<file path="config.mk">
export PLATFORM = sky130hd
export DESIGN_NAME = rv_mem_arb_flat
export DESIGN_NICKNAME = d
export VERILOG_FILES = /design/src/rtl/rv_mem_arb_if.sv /design/src/rtl/rv_mem_arb.sv /design/src/flat_wrapper.sv
export SDC_FILE = /design/constraint.sdc
export NUM_CORES = 1
export LEC_CHECK = 0
export BUFFER_PORTS_ARGS = -buffer_cell sky130_fd_sc_hd__buf_2
export CAP_MARGIN = 30
export CORE_AREA = 3 3 192 194
export DETAILED_ROUTE_END_ITERATION = 8
export DIE_AREA = 0 0 195 197
export PLACE_DENSITY = 0.52
export REMOVE_ABC_BUFFERS = 1
export SLEW_MARGIN = 5
export SYNTH_ARGS = -nofsm -noshare
export SYNTH_HDL_FRONTEND = slang
export SYNTH_SLANG_ARGS = --single-unit
</file>
<file path="constraint.sdc">
create_clock -name clk -period 1.93 [get_ports clk]
set_input_delay 0.193 -clock clk [delete_from_list [all_inputs] [get_ports clk]]
set_output_delay 0.193 -clock clk [all_outputs]
set_load 0.01 [all_outputs]
</file>
<file path="src/rtl/rv_mem_arb_if.sv">
// Bundle of the fetch, data and memory handshakes around the rv unified-memory arbiter.
// The arbiter sits on the slave modport; requesters and memory sit on the master side.
interface rv_mem_arb_if #(
    parameter int DW = 64,
    parameter int AW = 64
);
    logic          if_req_valid;
    logic [AW-1:0] if_req_addr;
    logic          if_req_ready;
    logic          if_rsp_valid;
    logic [31:0]   if_rsp_data;

    logic          d_req_valid;
    logic          d_req_we;
    logic [AW-1:0] d_req_addr;
    logic [DW-1:0] d_req_wdata;
    logic          d_req_ready;
    logic          d_rsp_valid;
    logic [DW-1:0] d_rsp_data;

    logic          m_req_valid;
    logic          m_req_we;
    logic [AW-1:0] m_req_addr;
    logic [DW-1:0] m_req_wdata;
    logic          m_req_ready;
    logic          m_rsp_valid;
    logic [DW-1:0] m_rsp_data;

    logic          busy;

    modport slave (
        input  if_req_valid, if_req_addr,
        output if_req_ready, if_rsp_valid, if_rsp_data,
        input  d_req_valid, d_req_we, d_req_addr, d_req_wdata,
        output d_req_ready, d_rsp_valid, d_rsp_data,
        output m_req_valid, m_req_we, m_req_addr, m_req_wdata,
        input  m_req_ready, m_rsp_valid, m_rsp_data,
        output busy
    );

    modport master (
        output if_req_valid, if_req_addr,
        input  if_req_ready, if_rsp_valid, if_rsp_data,
        output d_req_valid, d_req_we, d_req_addr, d_req_wdata,
        input  d_req_ready, d_rsp_valid, d_rsp_data,
        input  m_req_valid, m_req_we, m_req_addr, m_req_wdata,
        output m_req_ready, m_rsp_valid, m_rsp_data,
        input  busy
    );
endinterface

</file>
<file path="src/rtl/rv_mem_arb.sv">
// Shares one single-ported memory between fetch and data ports, one access in flight.
// Data wins by default; fetch is forced after MAX_WAIT consecutive data wins while it waits.
module rv_mem_arb #(
    parameter int DW       = 64,
    parameter int AW       = 64,
    parameter int MAX_WAIT = 4
) (
    input  logic         clk,
    input  logic         rst_n,
    rv_mem_arb_if.slave  bus
);
    localparam int CW = $clog2(MAX_WAIT + 1);

    typedef enum logic [1:0] {IDLE, REQ, RSP} state_t;

    state_t        state, state_nxt;
    logic [CW-1:0] starve_cnt;
    logic          owner_d;
    logic          we_q;
    logic [AW-1:0] addr_q;
    logic [DW-1:0] wdata_q;
    logic          force_if, grant_d, grant_if;

    assign force_if = bus.if_req_valid && (starve_cnt == CW'(MAX_WAIT));
    assign grant_d  = (state == IDLE) && bus.d_req_valid && !force_if;
    assign grant_if = (state == IDLE) && bus.if_req_valid && !grant_d;

    always_ff @(posedge clk or negedge rst_n) begin
        if (!rst_n) state <= IDLE;
        else        state <= state_nxt;
    end

    always_comb begin
        state_nxt = state;
        unique case (state)
            IDLE:    if (grant_d || grant_if) state_nxt = REQ;
            REQ:     if (bus.m_req_ready)     state_nxt = RSP;
            RSP:     if (bus.m_rsp_valid)     state_nxt = IDLE;
            default: state_nxt = IDLE;
        endcase
    end

    // Readies are gated by reset so every output reads 0 while rst_n is low.
    always_comb begin
        bus.if_req_ready = rst_n && grant_if;
        bus.d_req_ready  = rst_n && grant_d;
        bus.m_req_valid  = (state == REQ);
        bus.busy         = (state != IDLE);
    end

    assign bus.m_req_we    = we_q;
    assign bus.m_req_addr  = addr_q;
    assign bus.m_req_wdata = wdata_q;

    always_ff @(posedge clk or negedge rst_n) begin
        if (!rst_n) begin
            starve_cnt <= '0;
            owner_d    <= 1'b0;
            we_q       <= 1'b0;
            addr_q     <= '0;
            wdata_q    <= '0;
        end else if (grant_d) begin
            owner_d <= 1'b1;
            we_q    <= bus.d_req_we;
            addr_q  <= bus.d_req_addr;
            wdata_q <= bus.d_req_wdata;
            if (bus.if_req_valid && starve_cnt != CW'(MAX_WAIT))
                starve_cnt <= starve_cnt + 1'b1;
        end else if (grant_if) begin
            owner_d    <= 1'b0;
            we_q       <= 1'b0;
            addr_q     <= bus.if_req_addr;
            starve_cnt <= '0;
        end
    end

    // Response capture only in RSP; stray m_rsp_valid elsewhere is dropped.
    always_ff @(posedge clk or negedge rst_n) begin
        if (!rst_n) begin
            bus.if_rsp_valid <= 1'b0;
            bus.if_rsp_data  <= '0;
            bus.d_rsp_valid  <= 1'b0;
            bus.d_rsp_data   <= '0;
        end else begin
            bus.if_rsp_valid <= 1'b0;
            bus.d_rsp_valid  <= 1'b0;
            if (state == RSP && bus.m_rsp_valid) begin
                if (owner_d) begin
                    bus.d_rsp_valid <= 1'b1;
                    bus.d_rsp_data  <= we_q ? '0 : bus.m_rsp_data;
                end else begin
                    bus.if_rsp_valid <= 1'b1;
                    bus.if_rsp_data  <= bus.m_rsp_data[31:0];
                end
            end
        end
    end
endmodule

</file>
<file path="src/flat_wrapper.sv">
// flat-port wrapper written by rule: the top's interface ports become plain ports
module rv_mem_arb_flat 
#(
    parameter int DW       = 64,
    parameter int AW       = 64,
    parameter int MAX_WAIT = 4
)
  (clk, rst_n, bus_if_req_valid, bus_if_req_addr, bus_if_req_ready, bus_if_rsp_valid, bus_if_rsp_data, bus_d_req_valid, bus_d_req_we, bus_d_req_addr, bus_d_req_wdata, bus_d_req_ready, bus_d_rsp_valid, bus_d_rsp_data, bus_m_req_valid, bus_m_req_we, bus_m_req_addr, bus_m_req_wdata, bus_m_req_ready, bus_m_rsp_valid, bus_m_rsp_data, bus_busy);
  rv_mem_arb_if #(.DW(DW), .AW(AW)) bus_i ();
  input  logic clk;
  input  logic rst_n;
  input wire logic [$bits(bus_i.if_req_valid)-1:0] bus_if_req_valid;
  input wire logic [$bits(bus_i.if_req_addr)-1:0] bus_if_req_addr;
  output wire logic [$bits(bus_i.if_req_ready)-1:0] bus_if_req_ready;
  output wire logic [$bits(bus_i.if_rsp_valid)-1:0] bus_if_rsp_valid;
  output wire logic [$bits(bus_i.if_rsp_data)-1:0] bus_if_rsp_data;
  input wire logic [$bits(bus_i.d_req_valid)-1:0] bus_d_req_valid;
  input wire logic [$bits(bus_i.d_req_we)-1:0] bus_d_req_we;
  input wire logic [$bits(bus_i.d_req_addr)-1:0] bus_d_req_addr;
  input wire logic [$bits(bus_i.d_req_wdata)-1:0] bus_d_req_wdata;
  output wire logic [$bits(bus_i.d_req_ready)-1:0] bus_d_req_ready;
  output wire logic [$bits(bus_i.d_rsp_valid)-1:0] bus_d_rsp_valid;
  output wire logic [$bits(bus_i.d_rsp_data)-1:0] bus_d_rsp_data;
  output wire logic [$bits(bus_i.m_req_valid)-1:0] bus_m_req_valid;
  output wire logic [$bits(bus_i.m_req_we)-1:0] bus_m_req_we;
  output wire logic [$bits(bus_i.m_req_addr)-1:0] bus_m_req_addr;
  output wire logic [$bits(bus_i.m_req_wdata)-1:0] bus_m_req_wdata;
  input wire logic [$bits(bus_i.m_req_ready)-1:0] bus_m_req_ready;
  input wire logic [$bits(bus_i.m_rsp_valid)-1:0] bus_m_rsp_valid;
  input wire logic [$bits(bus_i.m_rsp_data)-1:0] bus_m_rsp_data;
  output wire logic [$bits(bus_i.busy)-1:0] bus_busy;
  assign bus_i.if_req_valid = bus_if_req_valid;
  assign bus_i.if_req_addr = bus_if_req_addr;
  assign bus_if_req_ready = bus_i.if_req_ready;
  assign bus_if_rsp_valid = bus_i.if_rsp_valid;
  assign bus_if_rsp_data = bus_i.if_rsp_data;
  assign bus_i.d_req_valid = bus_d_req_valid;
  assign bus_i.d_req_we = bus_d_req_we;
  assign bus_i.d_req_addr = bus_d_req_addr;
  assign bus_i.d_req_wdata = bus_d_req_wdata;
  assign bus_d_req_ready = bus_i.d_req_ready;
  assign bus_d_rsp_valid = bus_i.d_rsp_valid;
  assign bus_d_rsp_data = bus_i.d_rsp_data;
  assign bus_m_req_valid = bus_i.m_req_valid;
  assign bus_m_req_we = bus_i.m_req_we;
  assign bus_m_req_addr = bus_i.m_req_addr;
  assign bus_m_req_wdata = bus_i.m_req_wdata;
  assign bus_i.m_req_ready = bus_m_req_ready;
  assign bus_i.m_rsp_valid = bus_m_rsp_valid;
  assign bus_i.m_rsp_data = bus_m_rsp_data;
  assign bus_busy = bus_i.busy;
  rv_mem_arb #(.DW(DW), .AW(AW), .MAX_WAIT(MAX_WAIT)) u_core (.clk(clk), .rst_n(rst_n), .bus(bus_i));
endmodule
</file>
# Word-level counts from Yosys, hierarchy flattened
# Cells that the tools add are included.
# Widths: inputs -> output; s select.
classes:
  reduce_logical: 19
  n_mux: 17
  add_sub_neg: 1
  bitwise_logic: 1
  eq_ne: 8
ops:
  columns: ["op", "n"]
  rows:
  - ["$mux 64", 3]
  - ["$logic_and 1x1->1", 9]
  - ["$mux 3", 3]
  - ["$mux 1", 7]
  - ["$mux 2", 3]
  - ["$ne 2x2->1 const B", 3]
  - ["$pmux 2 s3", 1]
  - ["$reduce_and 2->1", 3]
  - ["$reduce_bool 2->1", 2]
  - ["$add 3x1->3 const B", 1]
  - ["$eq 3x3->1 const B", 1]
  - ["$ne 3x3->1 const B", 1]
  - ["$reduce_and 3->1", 1]
  - ["$eq 2x1->1 const B", 1]
  - ["$eq 2x2->1 const B", 1]
  - ["$logic_not 1->1", 2]
  - ["$logic_not 2->1", 1]
  - ["$ne 2x1->1 const B", 1]
  - ["$logic_or 1x1->1", 1]
  - ["$not 1->1", 1]
word_totals:
  out_inout_bits: 231
  elab_cells: 56
  in_bits: 263
  regBits: 233

# Logic depth before layout (Yosys ltp)
depth:
  depth_word: 9
  depth_mapped: 8
  depth_no_buf: 5

# Worst setup path before layout
# OpenSTA, ideal clock, no wires.
synth_path:
  path_kind: "flip-flop to flip-flop"
  from: "register u_core.starve_cnt[0]"
  to: "register u_core.wdata_q[10] (netlist: u_core.bus.m_req_wdata[10])"
  arrival_time_ns: 1.454
  n_path_buf: 2
  setup_time_ns: 0.128
  synth_period_minus_slack_ns: 1.582
  slack_ns: 0.348
  stages_incl_launch_ff: 8
  required_ns: 1.802
  path_cell_list: "dfrtp_1 -> inv_1 -> ha_1 -> nand3_1 -> nand3_1 -> buf_2 -> buf_2 -> mux2_1"
synth_between:
  elab_chain_len: 4
synth_lines:
  columns: ["item", "line_no", "source"]
  rows:
  - ["start: declaration", "rv_mem_arb.sv:17", "logic [CW-1:0] starve_cnt;"]
  - ["start signal: assignment", "rv_mem_arb.sv:68", "starve_cnt <= starve_cnt + 1'b1;"]
  - ["$eq 3x3->1", "rv_mem_arb.sv:24", "assign force_if = bus.if_req_valid && (starve_cnt == CW'(MAX_WAIT));"]
  - ["$logic_and 1x1->1", "rv_mem_arb.sv:24", null]
  - ["$logic_not 1->1", "rv_mem_arb.sv:25", "assign grant_d = (state == IDLE) && bus.d_req_valid && !force_if;"]
  - ["$logic_and 1x1->1", "rv_mem_arb.sv:25", null]
  - ["end signal: assignment", "rv_mem_arb.sv:66", "wdata_q <= bus.d_req_wdata;"]
  - ["end: declaration", "rv_mem_arb.sv:21", "logic [DW-1:0] wdata_q;"]
# Every way passes these cells.
# A chain may end at the register's enable or synchronous reset.

# Worst setup path after layout
layout_path:
  from: "register u_core.starve_cnt[0]"
  to: "output bus_if_req_ready"
layout_between:
  elab_chain_len: 7
layout_lines:
  columns: ["item", "line_no", "source"]
  rows:
  - ["$eq 3x3->1", "rv_mem_arb.sv:24", null]
  - ["$logic_and 1x1->1", "rv_mem_arb.sv:24", null]
  - ["$logic_not 1->1", "rv_mem_arb.sv:25", null]
  - ["$logic_and 1x1->1", "rv_mem_arb.sv:25", null]
  - ["$logic_not 1->1", "rv_mem_arb.sv:26", "assign grant_if = (state == IDLE) && bus.if_req_valid && !grant_d;"]
  - ["$logic_and 1x1->1", "rv_mem_arb.sv:26", null]
  - ["$logic_and 1x1->1", "rv_mem_arb.sv:45", "bus.if_req_ready = rst_n && grant_if;"]
  - ["end: declaration", "flat_wrapper.sv:14", "output wire logic [$bits(bus_i.if_req_ready)-1:0] bus_if_req_ready;"]
# Every way passes these cells.

==> impl_metrics.py <==
metrics = {
    "synth": {
        "synth_ff_type": "dfrtp_1",
        "syn_area_per_cell_sq_um": 11.3,
        "yosys_warnings": 0,
        "syn_inst": 891,
        "synth_seq_cells": 233,
        "synth_cell_types": 32,
        "async_reset_ff_frac": 1.00,
        "synth_edf_count": 0,
        "synth_area_sq_um": 10000,
        "ys_seq_area_frac": 0.581,
    },
    "sta": {
        "finalSetupViolCount": 1,
        "maxSlewHeadroom": 0.538,
        "clock.fmax_ghz": 0.509,
        "setup_ws_ps": -33.2,
        "rsz0062_at_grt": "true",
        "skew_ps": 15.3,
        "finalCritPeriodShare": 1.02,
        "hold_violations": 0,
        "period_minus_slack_ps": 1960,
        "tightest_slew_ps": 693,
        "slew_violations": 0,
    },
    "global_route": {
        "gr-total-overflow": 0,
        "grt_pass1_vias": 10500,
        "grt_usage": 0.188,
        "grt_max_degree": 130,
        "antenna_found_initial": 1,
        "grt_pass1_wl_mm": 58.9,
    },
    "power": {
        "leakagePower_nw": 8.12,
        "powerDensity_nw_per_um2": 1360,
        "vdd_drop_max_mv": 0.842,
    },
    "job": {
        "maxCapViolations": 0,
    },
    "die": {
        "initial_core_util": 0.284,
        "die_area_sq_um": 38400,
        "io_pins": 494,
        "die-width_microns": 195,
        "rows": 69,
        "die_height_microns": 197,
        "coreArea_sq_um": 35400,
    },
    "cts": {
        "clk-insertion-delay-late_ps": 560,
        "cts_buffers": 28,
        "cts.sinks": 233,
        "clkTransAtPathRegs_ps": 60,
        "cts_tree": "done",
        "cts_buffer_depth": 3,
        "cts_max_level": 1,
        "clockRootBuffer": "clkbuf_16",
    },
    "min_path": {
        "hp-start": "bus_if_req_addr[63]",
        "hold_path.class": "in2reg",
    },
    "route": {
        "first_pass_iters": 5,
        "route.detailed.drc": 0,
        "viasPerCell": 4.69,
        "routed_wl_mm": 37.8,
        "antenna_left": 0,
        "drtIter0Drc": 497,
        "detail_route.wl_per_cell_microns": 17.9,
        "num_vias": 9873,
    },
    "worst_setup_path": {
        "start_kind": "register",
        "worstPathArrival_ps": 1770,
        "crit_start": "u_core.starve_cnt[0]$_DFFE_PN0P_",
        "crit_fanout": 3,
        "critical_path.endpoint_type": "primary output",
        "cp.required_ps": 1740,
        "path_class": "reg2out",
        "reg2reg_from": "u_core.starve_cnt[0]$_DFFE_PN0P_",
    },
    "layout": {
        "area.growth.synth_to_final_pct": 66.3,
        "post-route-util": 0.472,
        "finalNetCount": 1891,
        "drive_gt1_frac": 0.373,
    },
    "placed_design": {
        "portBuffers": 493,
        "pre_cts_slack_ps": 182,
        "gp_congestion": 0.774,
        "hpwlAfterDp_mm": 25.1,
    },
    "outcome": {
        "status": "complete, but fails checks",
        "violations": "setup timing",
    },
}
[synthesized netlist by cell type, types with 3 or more instances]
cell | count | area share
dfrtp_1 | 233 | 0.58
o21ai_0 | 121 | 0.060
inv_1 | 69 | 0.026
nand2b_1 | 67 | 0.042
nand2_1 | 66 | 0.025
mux2_1 | 64 | 0.072
o2111ai_1 | 63 | 0.055
o211ai_1 | 63 | 0.047
clkbuf_1 | 51 | 0.019
mux2_2 | 32 | 0.036
buf_2 | 19 | 0.0095
o21ai_1 | 8 | 0.0040
buf_1 | 7 | 0.0026
a22o_1 | 3 | 0.0026
buf_4 | 3 | 0.0022
[metal layers]
metal	wire [microns]	track usage	vias to the layer above
li1	-	-	4619
met1	15000	0.234	4722
met2	18900	0.325	428
met3	2410	0.0391	104
met4	1450	0.0660	0
met5	0	0	-
[cells by family after synthesis]
| group | count (synthesis) | share of synthesized area |
|---|---|---|
| compound gates | 264 | 0.174 |
| fa+ha+maj | 2 | 0.00249 |
| buf+inv | 150 | 0.0596 |
| flops | 233 | 0.581 |
| mux | 96 | 0.108 |
| simple gates | 146 | 0.0753 |
[power breakdown]
part / switching, mW / internal, mW
Combinational: 5.18 / 4.30
Clock: 2.13 / 2.84
Sequential: 1.17 / 7.13
[cells in the final DEF (no fill, tap or decap), types with 2 or more instances in the layout]
master / Yosys / routed
a22o_1: 3 / 3
buf_12: 0 / 13
buf_2: 19 / 491
buf_4: 3 / 19
clkbuf_1: 51 / 8
clkbuf_16: 0 / 28
clkbuf_8: 0 / 4
clkinv_2: 0 / 5
dfrtp_1: 233 / 231
dfrtp_2: 0 / 2
dlygate4sd3_1: 0 / 260
inv_1: 69 / 68
inv_2: 1 / 2
mux2_1: 64 / 64
mux2_2: 32 / 32
nand2_1: 66 / 66
nand2b_1: 67 / 67
nor2_4: 0 / 2
o2111ai_1: 63 / 63
o211ai_1: 63 / 63
o21ai_0: 121 / 121
o21ai_1: 8 / 8
o21ai_2: 2 / 2
[registers in the layout, indices dropped and copies added (netlist names)]
| name | count |
|---|---|
| u_core.bus.m_req_addr | 64 |
| u_core.bus.m_req_we | 1 |
| u_core.starve_cnt | 3 |
| u_core.bus.d_rsp_valid | 1 |
| u_core.bus.if_rsp_valid | 1 |
| u_core.bus.m_req_wdata | 64 |
| u_core.owner_d | 1 |
| u_core.bus.d_rsp_data | 64 |
| u_core.state | 2 |
| u_core.bus.if_rsp_data | 32 |
[cell type report]
cell class,count,area [sq um]
repair buffers,785,5490
clock buffers,40,786
flip-flops and latches,233,5830
inverters,70,263
well taps,461,577
clock inverters,8,75.1
diodes,1,2.50
fillers,3281,18700
multi-input cells,508,3670
[what timing repair did]
item	CTS	global route
endpoints found under the setup margin	3	2
hold endpoints to repair	451	0
pin swaps	4	1
gates resized for setup	10	0
hold buffers	260	0
buffers inserted	8	0
[worst paths after layout]
path,to,depth (start not counted),slack [ps]
worst max-delay path,bus_if_req_ready,6,-30
worst min-delay path,u_core.bus.m_req_addr[63]$_DFFE_PN0P_,3,60
worst max register to register,u_core.bus.m_req_wdata[12]$_DFFE_PN0N_,7,170
worst min register to register,u_core.bus.d_rsp_data[58]$_DFFE_PN0P_,2,470
max in group asynchronous,u_core.bus.d_rsp_data[54]$_DFFE_PN0P_,3,890
min in group asynchronous,u_core.bus.if_rsp_data[0]$_DFFE_PN0P_,2,70
[critical path, stage by stage, from the launching register on]
cell	delay, ps
dfrtp_1	380
inv_1	60
ha_2	180
nand3_2	70
and3_4	210
nor3b_2	150
buf_2	170
[per-stage QoR]
step                std cells  TNS [ps]  hold slack [ps]  cell area [sq um]  power (mW)
finish                   2106     -33.2             64.8              16700        22.7
global route             2106      -212             46.0              16700        24.3
CTS                      2105      -128             23.2              16700        23.0
detailed placement       1789         0             52.8              13100        17.3
global placement         1789         0             49.7              13100        17.2
floorplan                 811   -716050             -103               9700        12.7
(Power assumes the default switching activity.)
